==> src/rtl/aq_spsram_bank_arb_if.sv <==
// ---------------------------------------------------------------------------
// aq_spsram_bank_arb_if
// Requester-side bus of the SRAM bank arbiter.
//   Port A (read-only, fetch side):   a_req, a_addr -> a_gnt, a_rvalid, a_rdata
//   Port B (read/write, refill/debug): b_req, b_wr, b_addr, b_wdata, b_wstrb
//                                      -> b_gnt, b_rvalid, b_rdata
// Modports:
//   master - the requesters (drives requests, receives grants/read data)
//   slave  - the arbiter
// Word address split: bank = addr[BSEL_W-1:0], index = addr[AW-1:BSEL_W].
// ---------------------------------------------------------------------------
interface aq_spsram_bank_arb_if #(
    parameter int BSEL_W = 2
) ();
    localparam int AW = BSEL_W + 11;

    logic          a_req;
    logic [AW-1:0] a_addr;
    logic          a_gnt;
    logic          a_rvalid;
    logic [31:0]   a_rdata;

    logic          b_req;
    logic          b_wr;
    logic [AW-1:0] b_addr;
    logic [31:0]   b_wdata;
    logic [3:0]    b_wstrb;
    logic          b_gnt;
    logic          b_rvalid;
    logic [31:0]   b_rdata;

    modport master (
        output a_req, a_addr,
        input  a_gnt, a_rvalid, a_rdata,
        output b_req, b_wr, b_addr, b_wdata, b_wstrb,
        input  b_gnt, b_rvalid, b_rdata
    );

    modport slave (
        input  a_req, a_addr,
        output a_gnt, a_rvalid, a_rdata,
        input  b_req, b_wr, b_addr, b_wdata, b_wstrb,
        output b_gnt, b_rvalid, b_rdata
    );
endinterface

==> src/rtl/aq_spsram_bank_arb.sv <==
// ---------------------------------------------------------------------------
// aq_spsram_bank_arb
// Shares an N-bank array of 2048x32 single-port SRAMs between two requesters.
// Requests to different banks are served in the same cycle; a same-bank
// conflict is resolved by a round-robin pointer that starts with port A.
// Read data returns exactly one cycle after the grant.
//
// Optional feature: define AQ_SPSRAM_ARB_INIT_EN to zero the whole array
// after reset (2048-cycle sweep, init_done low meanwhile). Without it the
// block is ready in the first cycle after reset is released.
//
// Ports:
//   forever_cpuclk  core clock, rising edge
//   cpurst          synchronous active-high reset
//   bus             aq_spsram_bank_arb_if.slave (ports A and B)
//   init_done       array ready; no grants while low
//   ram_a           per-bank 11-bit index        (N*11)
//   ram_cen         per-bank chip enable, act-low (N)
//   ram_d           per-bank write data          (N*32)
//   ram_gwen        per-bank global write enable, act-low (N)
//   ram_wen         per-bank bit write enable, act-low (N*32)
//   ram_q           per-bank read data, one cycle after an enabled read
// ---------------------------------------------------------------------------
module aq_spsram_bank_arb #(
    parameter int N      = 4,
    parameter int BSEL_W = 2
) (
    input  logic                  forever_cpuclk,
    input  logic                  cpurst,
    aq_spsram_bank_arb_if.slave   bus,
    output logic                  init_done,
    output logic [N*11-1:0]       ram_a,
    output logic [N-1:0]          ram_cen,
    output logic [N*32-1:0]       ram_d,
    output logic [N-1:0]          ram_gwen,
    output logic [N*32-1:0]       ram_wen,
    input  logic [N*32-1:0]       ram_q
);
    localparam int AW = BSEL_W + 11;

    // Each active-high byte strobe becomes 8 active-low bit write enables.
    function automatic logic [31:0] f_wen_expand(input logic [3:0] strb);
        logic [31:0] wen;
        for (int k = 0; k < 4; k++) begin
            wen[k*8 +: 8] = strb[k] ? 8'h00 : 8'hFF;
        end
        return wen;
    endfunction

    logic [BSEL_W-1:0] w_a_bank;
    logic [BSEL_W-1:0] w_b_bank;
    logic [10:0]       w_a_idx;
    logic [10:0]       w_b_idx;
    logic              w_init;
    logic              w_ready;
    logic [10:0]       w_init_a;
    logic              w_conflict;

    logic              r_rr;          // 0: A holds priority, 1: B holds priority
    logic              r_a_vld_p1;
    logic              r_b_vld_p1;
    logic [BSEL_W-1:0] r_a_bsel_p1;
    logic [BSEL_W-1:0] r_b_bsel_p1;

    assign w_a_bank = bus.a_addr[BSEL_W-1:0];
    assign w_b_bank = bus.b_addr[BSEL_W-1:0];
    assign w_a_idx  = bus.a_addr[AW-1:BSEL_W];
    assign w_b_idx  = bus.b_addr[AW-1:BSEL_W];

`ifdef AQ_SPSRAM_ARB_INIT_EN
    localparam logic [0:0] S_INIT  = 1'b0;
    localparam logic [0:0] S_READY = 1'b1;

    logic [0:0]  r_state;
    logic [10:0] r_cnt;

    always_ff @(posedge forever_cpuclk) begin
        if (cpurst) begin
            r_state <= S_INIT;
            r_cnt   <= '0;
        end else if (r_state == S_INIT) begin
            r_cnt <= r_cnt + 11'd1;
            if (r_cnt == 11'd2047) begin
                r_state <= S_READY;
            end
        end
    end

    // Outputs hold their reset values while reset is asserted.
    assign w_init   = (r_state == S_INIT) && !cpurst;
    assign w_ready  = (r_state == S_READY) && !cpurst;
    assign w_init_a = r_cnt;
`else
    assign w_init   = 1'b0;
    assign w_ready  = !cpurst;
    assign w_init_a = '0;
`endif

    assign init_done = w_ready;

    // Grant (combinational, same cycle as request)
    assign w_conflict  = bus.a_req && bus.b_req && (w_a_bank == w_b_bank);
    assign bus.a_gnt   = w_ready && bus.a_req && (!w_conflict || !r_rr);
    assign bus.b_gnt   = w_ready && bus.b_req && (!w_conflict ||  r_rr);

    // Priority moves to the loser only after an actual conflict.
    always_ff @(posedge forever_cpuclk) begin
        if (cpurst) begin
            r_rr <= 1'b0;
        end else if (w_ready && w_conflict) begin
            r_rr <= ~r_rr;
        end
    end

    // Bank drive. Grants never collide on a bank, so at most one source
    // reaches each SRAM per cycle.
    always_comb begin
        ram_a    = '0;
        ram_cen  = '1;
        ram_d    = '0;
        ram_gwen = '1;
        ram_wen  = '1;
        for (int k = 0; k < N; k++) begin
            if (w_init) begin
                ram_cen[k]         = 1'b0;
                ram_gwen[k]        = 1'b0;
                ram_wen[k*32 +: 32] = '0;
                ram_a[k*11 +: 11]   = w_init_a;
            end else if (bus.a_gnt && (w_a_bank == BSEL_W'(k))) begin
                ram_cen[k]        = 1'b0;
                ram_a[k*11 +: 11] = w_a_idx;
            end else if (bus.b_gnt && (w_b_bank == BSEL_W'(k))) begin
                ram_cen[k]        = 1'b0;
                ram_a[k*11 +: 11] = w_b_idx;
                if (bus.b_wr) begin
                    ram_gwen[k]         = 1'b0;
                    ram_d[k*32 +: 32]   = bus.b_wdata;
                    ram_wen[k*32 +: 32] = f_wen_expand(bus.b_wstrb);
                end
            end
        end
    end

    // Stage p1: read return (valid + registered bank select)
    always_ff @(posedge forever_cpuclk) begin
        if (cpurst) begin
            r_a_vld_p1 <= 1'b0;
            r_b_vld_p1 <= 1'b0;
        end else begin
            r_a_vld_p1 <= bus.a_gnt;
            r_b_vld_p1 <= bus.b_gnt && !bus.b_wr;
        end
    end

    always_ff @(posedge forever_cpuclk) begin
        r_a_bsel_p1 <= w_a_bank;
        r_b_bsel_p1 <= w_b_bank;
    end

    assign bus.a_rvalid = r_a_vld_p1;
    assign bus.b_rvalid = r_b_vld_p1;

    always_comb begin
        bus.a_rdata = '0;
        bus.b_rdata = '0;
        if (r_a_vld_p1) begin
            bus.a_rdata = ram_q[r_a_bsel_p1*32 +: 32];
        end
        if (r_b_vld_p1) begin
            bus.b_rdata = ram_q[r_b_bsel_p1*32 +: 32];
        end
    end
endmodule

==> src/flat_wrapper.sv <==
// flat-port wrapper written by rule: the top's interface ports become plain ports
module aq_spsram_bank_arb_flat 
#(
    parameter int N      = 4,
    parameter int BSEL_W = 2
)
  (forever_cpuclk, cpurst, init_done, ram_a, ram_cen, ram_d, ram_gwen, ram_wen, ram_q, bus_a_req, bus_a_addr, bus_a_gnt, bus_a_rvalid, bus_a_rdata, bus_b_req, bus_b_wr, bus_b_addr, bus_b_wdata, bus_b_wstrb, bus_b_gnt, bus_b_rvalid, bus_b_rdata);
  aq_spsram_bank_arb_if #(.BSEL_W(BSEL_W)) bus_i ();
  input  logic forever_cpuclk;
  input  logic cpurst;
  output logic init_done;
  output logic [N*11-1:0] ram_a;
  output logic [N-1:0] ram_cen;
  output logic [N*32-1:0] ram_d;
  output logic [N-1:0] ram_gwen;
  output logic [N*32-1:0] ram_wen;
  input  logic [N*32-1:0] ram_q;
  input wire logic [$bits(bus_i.a_req)-1:0] bus_a_req;
  input wire logic [$bits(bus_i.a_addr)-1:0] bus_a_addr;
  output wire logic [$bits(bus_i.a_gnt)-1:0] bus_a_gnt;
  output wire logic [$bits(bus_i.a_rvalid)-1:0] bus_a_rvalid;
  output wire logic [$bits(bus_i.a_rdata)-1:0] bus_a_rdata;
  input wire logic [$bits(bus_i.b_req)-1:0] bus_b_req;
  input wire logic [$bits(bus_i.b_wr)-1:0] bus_b_wr;
  input wire logic [$bits(bus_i.b_addr)-1:0] bus_b_addr;
  input wire logic [$bits(bus_i.b_wdata)-1:0] bus_b_wdata;
  input wire logic [$bits(bus_i.b_wstrb)-1:0] bus_b_wstrb;
  output wire logic [$bits(bus_i.b_gnt)-1:0] bus_b_gnt;
  output wire logic [$bits(bus_i.b_rvalid)-1:0] bus_b_rvalid;
  output wire logic [$bits(bus_i.b_rdata)-1:0] bus_b_rdata;
  assign bus_i.a_req = bus_a_req;
  assign bus_i.a_addr = bus_a_addr;
  assign bus_a_gnt = bus_i.a_gnt;
  assign bus_a_rvalid = bus_i.a_rvalid;
  assign bus_a_rdata = bus_i.a_rdata;
  assign bus_i.b_req = bus_b_req;
  assign bus_i.b_wr = bus_b_wr;
  assign bus_i.b_addr = bus_b_addr;
  assign bus_i.b_wdata = bus_b_wdata;
  assign bus_i.b_wstrb = bus_b_wstrb;
  assign bus_b_gnt = bus_i.b_gnt;
  assign bus_b_rvalid = bus_i.b_rvalid;
  assign bus_b_rdata = bus_i.b_rdata;
  aq_spsram_bank_arb #(.N(N), .BSEL_W(BSEL_W)) u_core (.forever_cpuclk(forever_cpuclk), .cpurst(cpurst), .bus(bus_i), .init_done(init_done), .ram_a(ram_a), .ram_cen(ram_cen), .ram_d(ram_d), .ram_gwen(ram_gwen), .ram_wen(ram_wen), .ram_q(ram_q));
endmodule
==> config.mk <==
export PLATFORM = sky130hd
export DESIGN_NAME = aq_spsram_bank_arb_flat
export DESIGN_NICKNAME = d
export VERILOG_FILES = /design/src/rtl/aq_spsram_bank_arb_if.sv /design/src/rtl/aq_spsram_bank_arb.sv /design/src/flat_wrapper.sv
export SDC_FILE = /design/constraint.sdc
export NUM_CORES = 1
export LEC_CHECK = 0
export ABC_AREA = 1
export BUFFER_PORTS_ARGS = -buffer_cell sky130_fd_sc_hd__clkbuf_2
export CELL_PAD_IN_SITES_DETAIL_PLACEMENT = 1
export CELL_PAD_IN_SITES_GLOBAL_PLACEMENT = 1
export CORE_AREA = 5 5 221 223
export DETAILED_ROUTE_END_ITERATION = 6
export DIE_AREA = 0 0 226 228
export PLACE_DENSITY = 0.52
export RECOVER_POWER = 100
export SETUP_SLACK_MARGIN = 0.1
export SLEW_MARGIN = 10
export SYNTH_ARGS = -nofsm -noshare
export SYNTH_HDL_FRONTEND = slang
export SYNTH_SLANG_ARGS = --single-unit
==> constraint.sdc <==
create_clock -name forever_cpuclk -period 4.5 [get_ports forever_cpuclk]
set_input_delay 0.9 -clock forever_cpuclk [delete_from_list [all_inputs] [get_ports forever_cpuclk]]
set_output_delay 0.9 -clock forever_cpuclk [all_outputs]
set_load 0.03 [all_outputs]
==> results.json <==
{
  "vias_per_cell": 4.17,
  "min_period_ns": 4.12,
  "critPathKind": "in2out",
  "rsz0062_at_grt": "false",
  "drt_iter0_drc": 374,
  "antenna_found_initial": 4,
  "status": "complete, but fails checks",
  "place_congestion": 0.810,
  "period_share_pct": 91.6,
  "start_util_pct": 10.9,
  "cp-start-kind": "input port",
  "synth_top_area_share_pct": 17.3,
  "num-fill-cells": 6191,
  "h-tree-depth": 1,
  "cts_buffers": 3,
  "yosysWarnings": 0,
  "first_pass_iters": 5,
  "min_from": "u_core.r_rr$_SDFFE_PP0P_",
  "synth_compound_area_share_pct": 28.8,
  "place_area_um2": 7640,
  "nets": 1564,
  "slew_viol_final": 44,
  "grt_use_total_pct": 12.7,
  "die_height_um": 228,
  "fin_setup_tns_ns": 0,
  "place.port_buffers": 571,
  "worstSetupStartpoint": "bus_a_addr[1]",
  "grt_pass1_wl_mm": 52.7,
  "synth-xor-area-share_pct": 0,
  "die_x_um": 226,
  "rows": 79,
  "clk_path_buf_depth": 2,
  "hpwl_mm": 29.5,
  "dp_worst_setup_slack_ns": 0.398,
  "post-route-drc-count": 0,
  "core_um2": 46400,
  "synth_area_um2": 5040,
  "synth-seq-cells": 7,
  "end_kind": "primary output",
  "pwr_density_cell_nw_per_um2": 117,
  "ys_types": 19,
  "root_buffer": "clkbuf_16",
  "worstPathArrival_ns": 3.22,
  "cts_tree": "done",
  "peakVddDrop_mv": 0.115,
  "cap_viol_max_count": 1,
  "p_leak_uw": 0.00313,
  "die_area_um2": 51500,
  "hold_viol": 0,
  "clock_skew_ns": 0.00595,
  "vias": 8250,
  "setup_viol_count_final": 0,
  "ant_nets": 0,
  "clk_latency_ns": 0.24,
  "seqCellArea_um2": 148,
  "violations": "capacitance limit, slew limit",
  "synthTopCellsByArea": "buf_4, a21oi_1, nand2_1",
  "muxShareOfSynthArea_pct": 0,
  "ios": 572,
  "ys_seq_area_share_pct": 2.78,
  "grt_pass1_vias": 8667,
  "cts-resized-gates": 0,
  "syn-num-nets": 1170,
  "synthAdderAreaFrac_pct": 0,
  "min_path_type": "reg2reg",
  "max_freq_mhz": 243,
  "tightest_slew_ns": 1.81,
  "wl_mm": 35.9,
  "timing.slew.headroom_pct": -20.6,
  "r2r-start": "u_core.r_rr$_SDFFE_PP0P_",
  "multiInputGateArea_um2": 3310,
  "synthCells": 975,
  "cp_max_fo": 26,
  "finalInstanceArea_um2": 7230,
  "worst-r2r-setup-slack_ns": 2.64,
  "postCtsSetupRepairBufs": 0,
  "grt_max_degree": 82,
  "setup_ws_ns": 0.377,
  "yosys.area.top_type": "buf_4",
  "gr-total-overflow": 0,
  "holdBufCountCts": 0,
  "synth_top_family_by_area": "simple AND/OR/NAND/NOR gates",
  "area_growth_pct": 43.3,
  "required_ns": 3.60,
  "avgSynthCellArea_um2": 5.17,
  "cts_sinks": 7,
  "yosys.area_share.simple_pct": 36.7,
  "wire_per_inst_um": 18.1,
  "clk_pin_slew_ns": 0.04,
  "layout-drive-gt1-share_pct": 17.8
}
layer usage:
layer / wire length, um / up-vias / track usage [%]
met5: 27 / - / 0
met4: 665 / 4 / 2.04
met3: 3240 / 40 / 4.12
met2: 18300 / 362 / 23.8
met1: 13600 / 3887 / 14.1
li1: - / 3957 / -
critical path: stages:
cell and delay [ns]:
clkbuf_1 0.21, inv_1 0.11, a21oi_1 0.26, nand3_1 0.76
buf_4 0.53, nand4_1 0.10, nand2_1 0.09, clkbuf_1 0.25
where the power goes:
| group | switching [uW] | internal (uW) | leakage, uW |
|---|---|---|---|
| Sequential | 30.1 | 65.1 | 0.0000591 |
| Combinational | 417 | 171 | 0.00303 |
| Clock | 43.2 | 119 | 0.0000382 |
cells in the mapped netlist:
master      n
nor2_1    135
nand3_2     1
buf_6       4
a21oi_1   130
clkbuf_1   57
nand2_1   162
nor2_2      5
nand4_1    88
nand3_1    22
o211ai_1   64
inv_1      87
nand3_4     2
buf_2      19
inv_2       1
o21ai_0    64
buf_1      10
dfxtp_1     7
buf_4     116
clkbuf_2    1
state kept, by name (all words and copies together), names as in the netlist:
register             cells
u_core.bus.a_rvalid      1
u_core.bus.b_rvalid      1
u_core.r_rr              1
u_core.r_a_bsel_p1       2
u_core.r_b_bsel_p1       2
cells in the final DEF, fill, tap and decap left out:
cell type and count:
nand2_1 162, dfxtp_4 2, buf_4 17, clkbuf_1 368, nand3_4 1, nand3_1 22
nand4_1 88, diode_2 2, inv_1 87, nor2_1 134, clkbuf_16 3, inv_2 1
nand3_2 2, dfxtp_1 5, a21oi_1 130, nor2_2 4, nor2_4 2, o21ai_0 64
o211ai_1 64, buf_12 2, clkbuf_2 210
path summary, 6_finish.rpt:
| kind | end | depth (start not counted) |
|---|---|---|
| max reg2reg | u_core.bus.a_rvalid$_SDFF_PP0_ | 4 |
| max | ram_a[8] | 8 |
| min | u_core.r_rr$_SDFFE_PP0P_ | 2 |
| min reg2reg | u_core.r_rr$_SDFFE_PP0P_ | 2 |
through the flow:
stage / total power (uW) / cells / util, % / hold slack [ns]
after detailed placement: 709 / 1971 / 16.5 / 0.534
after floorplan: 452 / 975 / - / 0.474
after CTS: 878 / 1975 / 16.7 / 0.543
after global placement: 702 / 1971 / 16.5 / 0.510
final: 846 / 1977 / 15.6 / 0.527
after global routing: 917 / 1976 / 15.6 / 0.551
kinds of logic after synthesis:
logic type      Yosys count
simple gates            415
buf+inv                 295
compound gates          258
flops                     7
area by class of cell:
class                           count  share of cell area (%)
Antenna cell                        2                  0.0693
Clock buffer                        4                    1.09
Inverter                           88                    4.57
Multi-Input combinational cell    673                    45.8
Sequential cell                     7                    2.04
Tap cell                          607                    10.5
Timing Repair Buffer              596                    35.9
(Power assumes the default switching activity.)
